**src/rtl/gf180mcu_osu_sc_12t_subf_serial.sv**
```systemverilog
// Bit-serial full subtractor: DIFF = A - B - BI computed LSB first over WIDTH cycles
// using a single full-subtractor slice and a registered borrow.
module gf180mcu_osu_sc_12t_subf_serial #(
    parameter int unsigned WIDTH = 8
) (
    input  logic             CLK,
    input  logic             RST,
    input  logic             START,
    input  logic [WIDTH-1:0] A,
    input  logic [WIDTH-1:0] B,
    input  logic             BI,
    input  logic             ACK,
    output logic             BUSY,
    output logic             SV,
    output logic             SD,
    output logic             DONE,
    output logic [WIDTH-1:0] DIFF,
    output logic             BO
);

    localparam int unsigned CNTW = $clog2(WIDTH + 1);

    typedef enum logic [1:0] {
        S_IDLE = 2'd0,
        S_RUN  = 2'd1,
        S_DONE = 2'd2
    } state_t;

    state_t            state_q;
    state_t            state_d;
    logic [WIDTH-1:0]  areg;
    logic [WIDTH-1:0]  breg;
    logic              borrow;
    logic [CNTW-1:0]   cnt;
    logic [WIDTH-1:0]  diff_q;
    logic              bo_q;
    logic              busy_q;
    logic              sv_q;
    logic              done_q;
    logic              d_c;
    logic              bnext_c;
    logic              last_c;

    // Full-subtractor slice on the registered operand LSBs
    assign d_c     = areg[0] ^ breg[0] ^ borrow;
    assign bnext_c = (~areg[0] & breg[0]) | (~areg[0] & borrow) | (breg[0] & borrow);
    assign last_c  = (cnt == CNTW'(WIDTH - 1));

    // Next-state logic
    always_comb begin
        state_d = state_q;
        case (state_q)
            S_IDLE: if (START)  state_d = S_RUN;
            S_RUN:  if (last_c) state_d = S_DONE;
            S_DONE: if (ACK)    state_d = S_IDLE;
            default:            state_d = S_IDLE;
        endcase
    end

    // State register plus registered status flags decoded from the next state
    always_ff @(posedge CLK) begin
        if (RST) begin
            state_q <= S_IDLE;
            busy_q  <= 1'b0;
            sv_q    <= 1'b0;
            done_q  <= 1'b0;
        end else begin
            state_q <= state_d;
            busy_q  <= (state_d != S_IDLE);
            sv_q    <= (state_d == S_RUN);
            done_q  <= (state_d == S_DONE);
        end
    end

    // Datapath: load on accepted START, shift one bit per RUN cycle
    always_ff @(posedge CLK) begin
        if (RST) begin
            areg   <= '0;
            breg   <= '0;
            borrow <= 1'b0;
            cnt    <= '0;
            diff_q <= '0;
            bo_q   <= 1'b0;
        end else begin
            case (state_q)
                S_IDLE: begin
                    if (START) begin
                        areg   <= A;
                        breg   <= B;
                        borrow <= BI;
                        cnt    <= '0;
                        diff_q <= '0;
                        bo_q   <= 1'b0;
                    end
                end
                S_RUN: begin
                    areg   <= areg >> 1;
                    breg   <= breg >> 1;
                    diff_q <= {d_c, diff_q[WIDTH-1:1]};
                    borrow <= bnext_c;
                    cnt    <= cnt + CNTW'(1);
                    if (last_c) bo_q <= bnext_c;
                end
                default: ;
            endcase
        end
    end

    assign BUSY = busy_q;
    assign SV   = sv_q;
    assign SD   = sv_q & d_c;
    assign DONE = done_q;
    assign DIFF = diff_q;
    assign BO   = bo_q;

endmodule

```
**config.mk**
```make
export PLATFORM = sky130hd
export DESIGN_NAME = gf180mcu_osu_sc_12t_subf_serial
export DESIGN_NICKNAME = d
export VERILOG_FILES = /design/src/rtl/gf180mcu_osu_sc_12t_subf_serial.sv
export SDC_FILE = /design/constraint.sdc
export NUM_CORES = 1
export LEC_CHECK = 0
export CAP_MARGIN = 25
export CORE_MARGIN = 3
export CORE_UTILIZATION = 45
export CTS_BUF_LIST = sky130_fd_sc_hd__clkbuf_4 sky130_fd_sc_hd__clkbuf_8
export CTS_CLUSTER_DIAMETER = 150
export DETAILED_ROUTE_END_ITERATION = 6
export HOLD_SLACK_MARGIN = 0.1
export PLACE_DENSITY = 0.79
export SETUP_SLACK_MARGIN = 0.4
export SLEW_MARGIN = 30
export SYNTH_ARGS = -nofsm -noshare
export SYNTH_HDL_FRONTEND = slang
export SYNTH_SLANG_ARGS = --single-unit
export TNS_END_PERCENT = 1
```
**constraint.sdc**
```tcl
create_clock -name CLK -period 1.97 [get_ports CLK]
set_input_delay 0.2955 -clock CLK [delete_from_list [all_inputs] [get_ports CLK]]
set_output_delay 0.2955 -clock CLK [all_outputs]
set_load 0.1 [all_outputs]
```
==> results.yml, run 1 <==
floorplan:
  die_area_mm2: 0.00380
  core_mm2: 0.00285
  die_height_um: 61.7
  rows: 19
  pin_count: 34
  initial_core_util_pct: 48.9
  die_w_um: 61.7
power_and_ir_drop:
  seqPwrFrac_pct: 52.2
  leakage_nw: 0.693
  power_frac_comb_pct: 17.4
  p_int_w: 0.00108
  p_per_area_mw_per_mm2: 835
  p_sw_w: 0.000398
  switching_share_pct: 26.9
  power.total_w: 0.00148
  irDropWorstVdd_uv: 502
  pwr-share-clk_pct: 30.4
grt:
  antenna_found_initial: 0
  grt.overflow.total: 0
  grt_pass1_wl_mm: 5.02
  grt_start_max_net_pins: 36
  grt_usage_pct: 17.7
  grt_pass1_vias: 1127
clock_tree:
  clock_latency_ns: 0.33
  clock-sinks: 35
  clkTransAtPathRegs_ns: 0.10
  cts_setup_buffers: 0
  cts.path.max_buffers: 2
  tritoncts: "yes"
  cts_hold_buffers: 0
  cts_root_buffer: "clkbuf_4"
  h-tree-depth: 2
  cts_buffers: 5
logic_synthesis:
  ys_warn_count: 0
  ys_ff_latch: 35
  yosys.area_share.simple_pct: 14.3
  syn_area_mm2: 0.00140
  synthMuxAreaShare_pct: 1.43
  synth-seq-area-share_pct: 50.2
  syn_avg_cell_area_um2: 9.36
  yosys.area_share.adder_pct: 2.33
  synth_cell_types: 31
  synth_compound_area_share_pct: 24.9
  synth_xor_xnor_area_share_pct: 0
  synth_fp_nets: 172
  synth_top_family_by_area: "compound AO/OA/AOI/OAI gates"
  synthesis.instances: 149
placement:
  gp_congestion: 0.753
  placed_area_mm2: 0.00170
  io_buffers: 33
  dp_hpwl_mm: 2.06
finish:
  multi_input_area_um2: 603
  fin_nets: 203
  mostFrequentLayoutCells: "33 x dfxtp_1, 28 x nor2_1, 20 x clkdlybuf4s50_1"
  diodes: 0
  final_area_mm2: 0.00177
  layout_commonest_cell: "dfxtp_1"
  register_area_um2: 703
  drive_gt1_share_pct: 18.2
  n_fill_cell: 246
  areaGrowthSynthToFinish_pct: 26.8
worst_setup_path:
  cp.required_ns: 1.67
  cp_slowest_cell: "fa_1"
  startpoint: "borrow"
  reg2reg_from: "state_q[0]"
  path_buf_inv: 2
  worstPathCellList: "inv_2 -> fa_1 -> and2_4 -> buf_12"
  worstSetupEndpointType: "output pin"
  critPathMaxStageDelay_ns: 0.54
  cp_max_fo: 2
  critPathArrivalTime_ns: 1.60
  startpoint_type: "flip-flop"
  critical_path_class: "flip-flop to output pin"
  crit_family: "adder cells"
status:
  status: "complete, no violations"
timing:
  hold_ws_ns: 0.510
  setup_viol: 0
  fin_crit_sh_pct: 96.0
  tightest_slew_ns: 0.369
  fin_crit_ns: 1.89
  clock-skew-final_ns: 0.0111
  relSlewSlack_pct: 75.4
  hold_viol_final: 0
  rsz0062_at_grt: "yes"
  timing.fmax_ghz: 0.529
  timing.setup.tns_ns: 0
  drv_slew: 0
route:
  vias_per_cell: 5.80
  ant_nets: 0
  drtIter0Drc: 86
  drc: 0
  vias: 1230
  detail_route.wl_per_cell_um: 14.2
  wl_mm: 3.00
  first_pass_iters: 4
worst_hold_path:
  min_path_type: "flip-flop to flip-flop"
  hp-start: "breg[5]"
job:
  maxCapViolations: 0
-- registers in the layout, summed over array words and instances, names as in the netlist --
signal   cells
SV           1
areg         8
DIFF         8
breg         8
cnt          4
borrow       1
BUSY         1
state_q      2
BO           1
DONE         1
-- through the flow --
stage | cells | worst slack [ns] | utilization [%]
after floorplan | 149 | 0.495 | -
after global placement | 204 | 0.378 | 59.4
after detailed placement | 204 | 0.310 | 59.4
after CTS | 212 | 0.0700 | 62.0
after global routing | 212 | 0.0271 | 62.0
final | 212 | 0.0788 | 62.0
-- cell usage after synthesis --
library cell  number  share of area [%]
dfxtp_1           35                 50
nor2_1            28                7.5
a211oi_1          14                7.5
o22ai_1           14                6.3
a22oi_1           11                5.9
clkbuf_1           5                1.3
a21oi_1            4                1.4
buf_2              3                1.1
buf_6              3                2.4
inv_1              3               0.81
nand2_1            3               0.81
nand3_1            3                1.1
a31oi_1            2               0.90
inv_2              2               0.54
mux2i_1            2                1.4
or3_1              2               0.90
a221oi_1           1               0.63
and2_1             1               0.45
buf_4              1               0.54
fa_1               1                1.4
ha_1               1               0.90
nand2b_1           1               0.45
nand2b_2           1               0.63
nand4b_1           1               0.63
nor2b_1            1               0.45
nor3_1             1               0.36
nor3b_1            1               0.54
o21ba_2            1               0.72
o21bai_2           1               0.81
o311a_1            1               0.72
or4_1              1               0.54
-- cell families after synthesis --
| group | after synthesis |
|---|---|
| flops | 35 |
| buf+inv | 17 |
| mux | 2 |
| fa+ha+maj | 2 |
| compound gates | 49 |
| simple gates | 44 |
-- worst register-to-register path, cell delays in order, from the launching register on --
cell and delay (ns):
dfxtp_1 0.52, inv_2 0.20, or4_1 0.50, a31oi_1 0.17
-- routing by layer --
metal / wire [um] / GRT usage [%]
met1: 1310 / 22.6
met2: 1480 / 28.8
met3: 191 / 4.40
met4: 22 / 6.36
met5: 0 / 0
-- worst paths after layout --
check,endpoint,slack [ns],cells after the start
max,SD,0.08,4
min,breg[5],0.51,2
max reg2reg,cnt[3],0.50,3
min reg2reg,breg[5],0.51,2
-- power groups by stage --
| stage | logic [W] | registers, W | clock network (W) |
|---|---|---|---|
| finish | 0.000258 | 0.000771 | 0.000449 |
| global route | 0.000281 | 0.000778 | 0.000490 |
| CTS | 0.000258 | 0.000771 | 0.000460 |
| detailed placement | 0.000257 | 0.000787 | 0 |
| global placement | 0.000250 | 0.000786 | 0 |
| floorplan | 0.000145 | 0.000818 | 0 |
-- layout make-up --
| cell class | count | share of cell area, % |
|---|---|---|
| sequential | 35 | 39.7 |
| tap | 31 | 2.19 |
| clock buffer | 8 | 4.10 |
| inverter | 5 | 1.06 |
| timing repair buffer | 36 | 18.8 |
| multi-input combinational | 97 | 34.1 |
-- repair_timing --
action	CTS	global route
gates resized for setup	2	0
pin swaps	2	0
endpoints found under the setup margin	1	2
endpoints found under the hold margin	0	0
Note: power is estimated with default switching activity, not from simulation.
==> run 2, diff against run 1 <==
--- a/config.mk
+++ b/config.mk
@@ -9,7 +9,6 @@
 export CORE_MARGIN = 3
 export CORE_UTILIZATION = 45
 export CTS_BUF_LIST = sky130_fd_sc_hd__clkbuf_4 sky130_fd_sc_hd__clkbuf_8
-export CTS_CLUSTER_DIAMETER = 150
 export DETAILED_ROUTE_END_ITERATION = 6
 export HOLD_SLACK_MARGIN = 0.1
 export PLACE_DENSITY = 0.79
==> results of run 2 <==
Same layout as run 1: the final DEF is identical, and so are final timing and power.
==> run 3, diff against run 2 <==
==> constraint.sdc (replaced) <==
create_clock -name CLK -period 2 [get_ports CLK]
set_input_delay 0.3 -clock CLK [delete_from_list [all_inputs] [get_ports CLK]]
set_output_delay 0.3 -clock CLK [all_outputs]
set_load 0.1 [all_outputs]
==> results.yml, run 3 (synthesis gave the netlist of run 1 again) <==
status:
  status: "complete, no violations"
route:
  detail_route.wl_per_cell_um: 14.0
  wl_mm: 2.98
  drc: 0
  drtIter0Drc: 71
  first_pass_iters: 4
  ant_nets: 0
  vias: 1226
  vias_per_cell: 5.78
grt:
  grt_pass1_wl_mm: 4.95
  antenna_found_initial: 0
  grt_start_max_net_pins: 36
  grt_usage_pct: 17.5
  grt.overflow.total: 0
  grt_pass1_vias: 1134
finish:
  drive_gt1_share_pct: 19.9
  fin_util_pct: 62.1
  fin_nets: 203
  areaGrowthSynthToFinish_pct: 27.0
  diodes: 0
  layout_commonest_cell: "dfxtp_1"
  n_fill_cell: 251
  mostFrequentLayoutCells: "31 x dfxtp_1, 28 x nor2_1, 20 x clkdlybuf4s50_1"
floorplan:
  core_mm2: 0.00285
  initial_core_util_pct: 48.9
  die_w_um: 61.7
  die_area_mm2: 0.00380
  die_height_um: 61.7
  pin_count: 34
  rows: 19
worst_setup_path:
  worstPathCellList: "fa_1 -> and2_4 -> buf_12"
  critPathArrivalTime_ns: 1.57
  cp_slowest_cell: "fa_1"
  path_buf_inv: 1
  r2r_setup_slack_ns: 0.53
  regToRegEndpoint: "cnt[3]"
  r2r_cells: 3
  worstSetupEndpointType: "output pin"
  critical_path_class: "flip-flop to output pin"
  crit_family: "adder cells"
  critPathMaxStageDelay_ns: 0.57
  cp.required_ns: 1.70
  startpoint_type: "flip-flop"
  reg2reg_from: "state_q[0]"
  cp_max_fo: 2
power_and_ir_drop:
  irDropWorstVdd_uv: 462
  p_per_area_mw_per_mm2: 821
  leakage_nw: 0.693
  power.total_w: 0.00145
clock_tree:
  clock_latency_ns: 0.33
  cts_root_buffer: "clkbuf_4"
  cts.path.max_buffers: 2
  clock-sinks: 35
  cts_buffers: 5
  tritoncts: "yes"
  clkTransAtPathRegs_ns: 0.10
  h-tree-depth: 2
placement:
  io_buffers: 33
  pre_cts_ws_ns: 0.343
  gp_congestion: 0.753
  dp_hpwl_mm: 2.04
timing:
  tightest_slew_ns: 0.364
  hold_viol_final: 0
  clock-skew-final_ns: 0.00694
  fin_crit_ns: 1.87
  fin_crit_sh_pct: 93.6
  worst_slack_ns: 0.128
  setup_viol: 0
  drv_slew: 0
  rsz0062_at_grt: "yes"
  timing.fmax_ghz: 0.534
  timing.setup.tns_ns: 0
  relSlewSlack_pct: 75.7
worst_hold_path:
  min_path_type: "flip-flop to flip-flop"
  holdPathStages: 2
  hp-start: "breg[0]"
  whs_endpoint: "breg[0]"
job:
  maxCapViolations: 0
-- run 3: cell counts in the layout (fill, tap and decap cells not counted) --
Identical to the previous run, type by type.
-- run 3: layer usage --
metal  track usage [%]  vias to the layer above  part of all wire, %
met5                 0                        -                    0
met4              6.36                        0                 0.64
met3              4.40                        3                  5.6
met2              29.0                       36                   48
met1              21.9                      583                   45
li1                  -                      604                    -
-- run 3: power breakdown --
group	switching (W)	total [W]	internal, W
clock network	0.000219	0.000439	0.000220
registers	0.0000239	0.000761	0.000737
logic	0.000147	0.000254	0.000107
total	0.000390	0.00145	0.00107
-- run 3: worst max-delay path by stage --
stage / startpoint / end / slack [ns] / cells past startpoint
after floorplan: areg[0] / SD / 0.52 / 2
after global placement: START / cnt[2] / 0.40 / 4
after detailed placement: START / cnt[2] / 0.34 / 4
after CTS: borrow / SD / 0.09 / 4
after global routing: breg[0] / SD / 0.05 / 4
final: areg[0] / SD / 0.13 / 3
-- run 3: area by class of cell --
| cell class | instances | area [um2] | share of cell area, % |
|---|---|---|---|
| flip-flops and latches | 35 | 706 | 39.8 |
| inverters | 5 | 18.8 | 1.06 |
| well taps | 31 | 38.8 | 2.19 |
| clock buffers | 8 | 72.6 | 4.10 |
| multi-input cells | 97 | 603 | 34.0 |
| repair buffers | 36 | 333 | 18.8 |
-- run 3: worst reg2reg max path: stages, from the launching register on --
cell and delay (ns):
dfxtp_1 0.52, inv_2 0.20, or4_1 0.50, a31oi_1 0.17
-- run 3: through the flow --
stage               area (um2)  std cells  hold slack, ns
finish                    1770        212           0.509
global route              1770        212           0.541
CTS                       1770        212           0.510
floorplan                 1400        149           0.448
global placement          1700        204           0.479
detailed placement        1700        204           0.491
-- run 3: timing repair --
item / CTS / global route
buffers inserted: 0 / 0
endpoints found under the setup margin: 1 / 1
pin swaps: 2 / 2
hold buffers: 0 / 0
resized for setup: 2 / 3
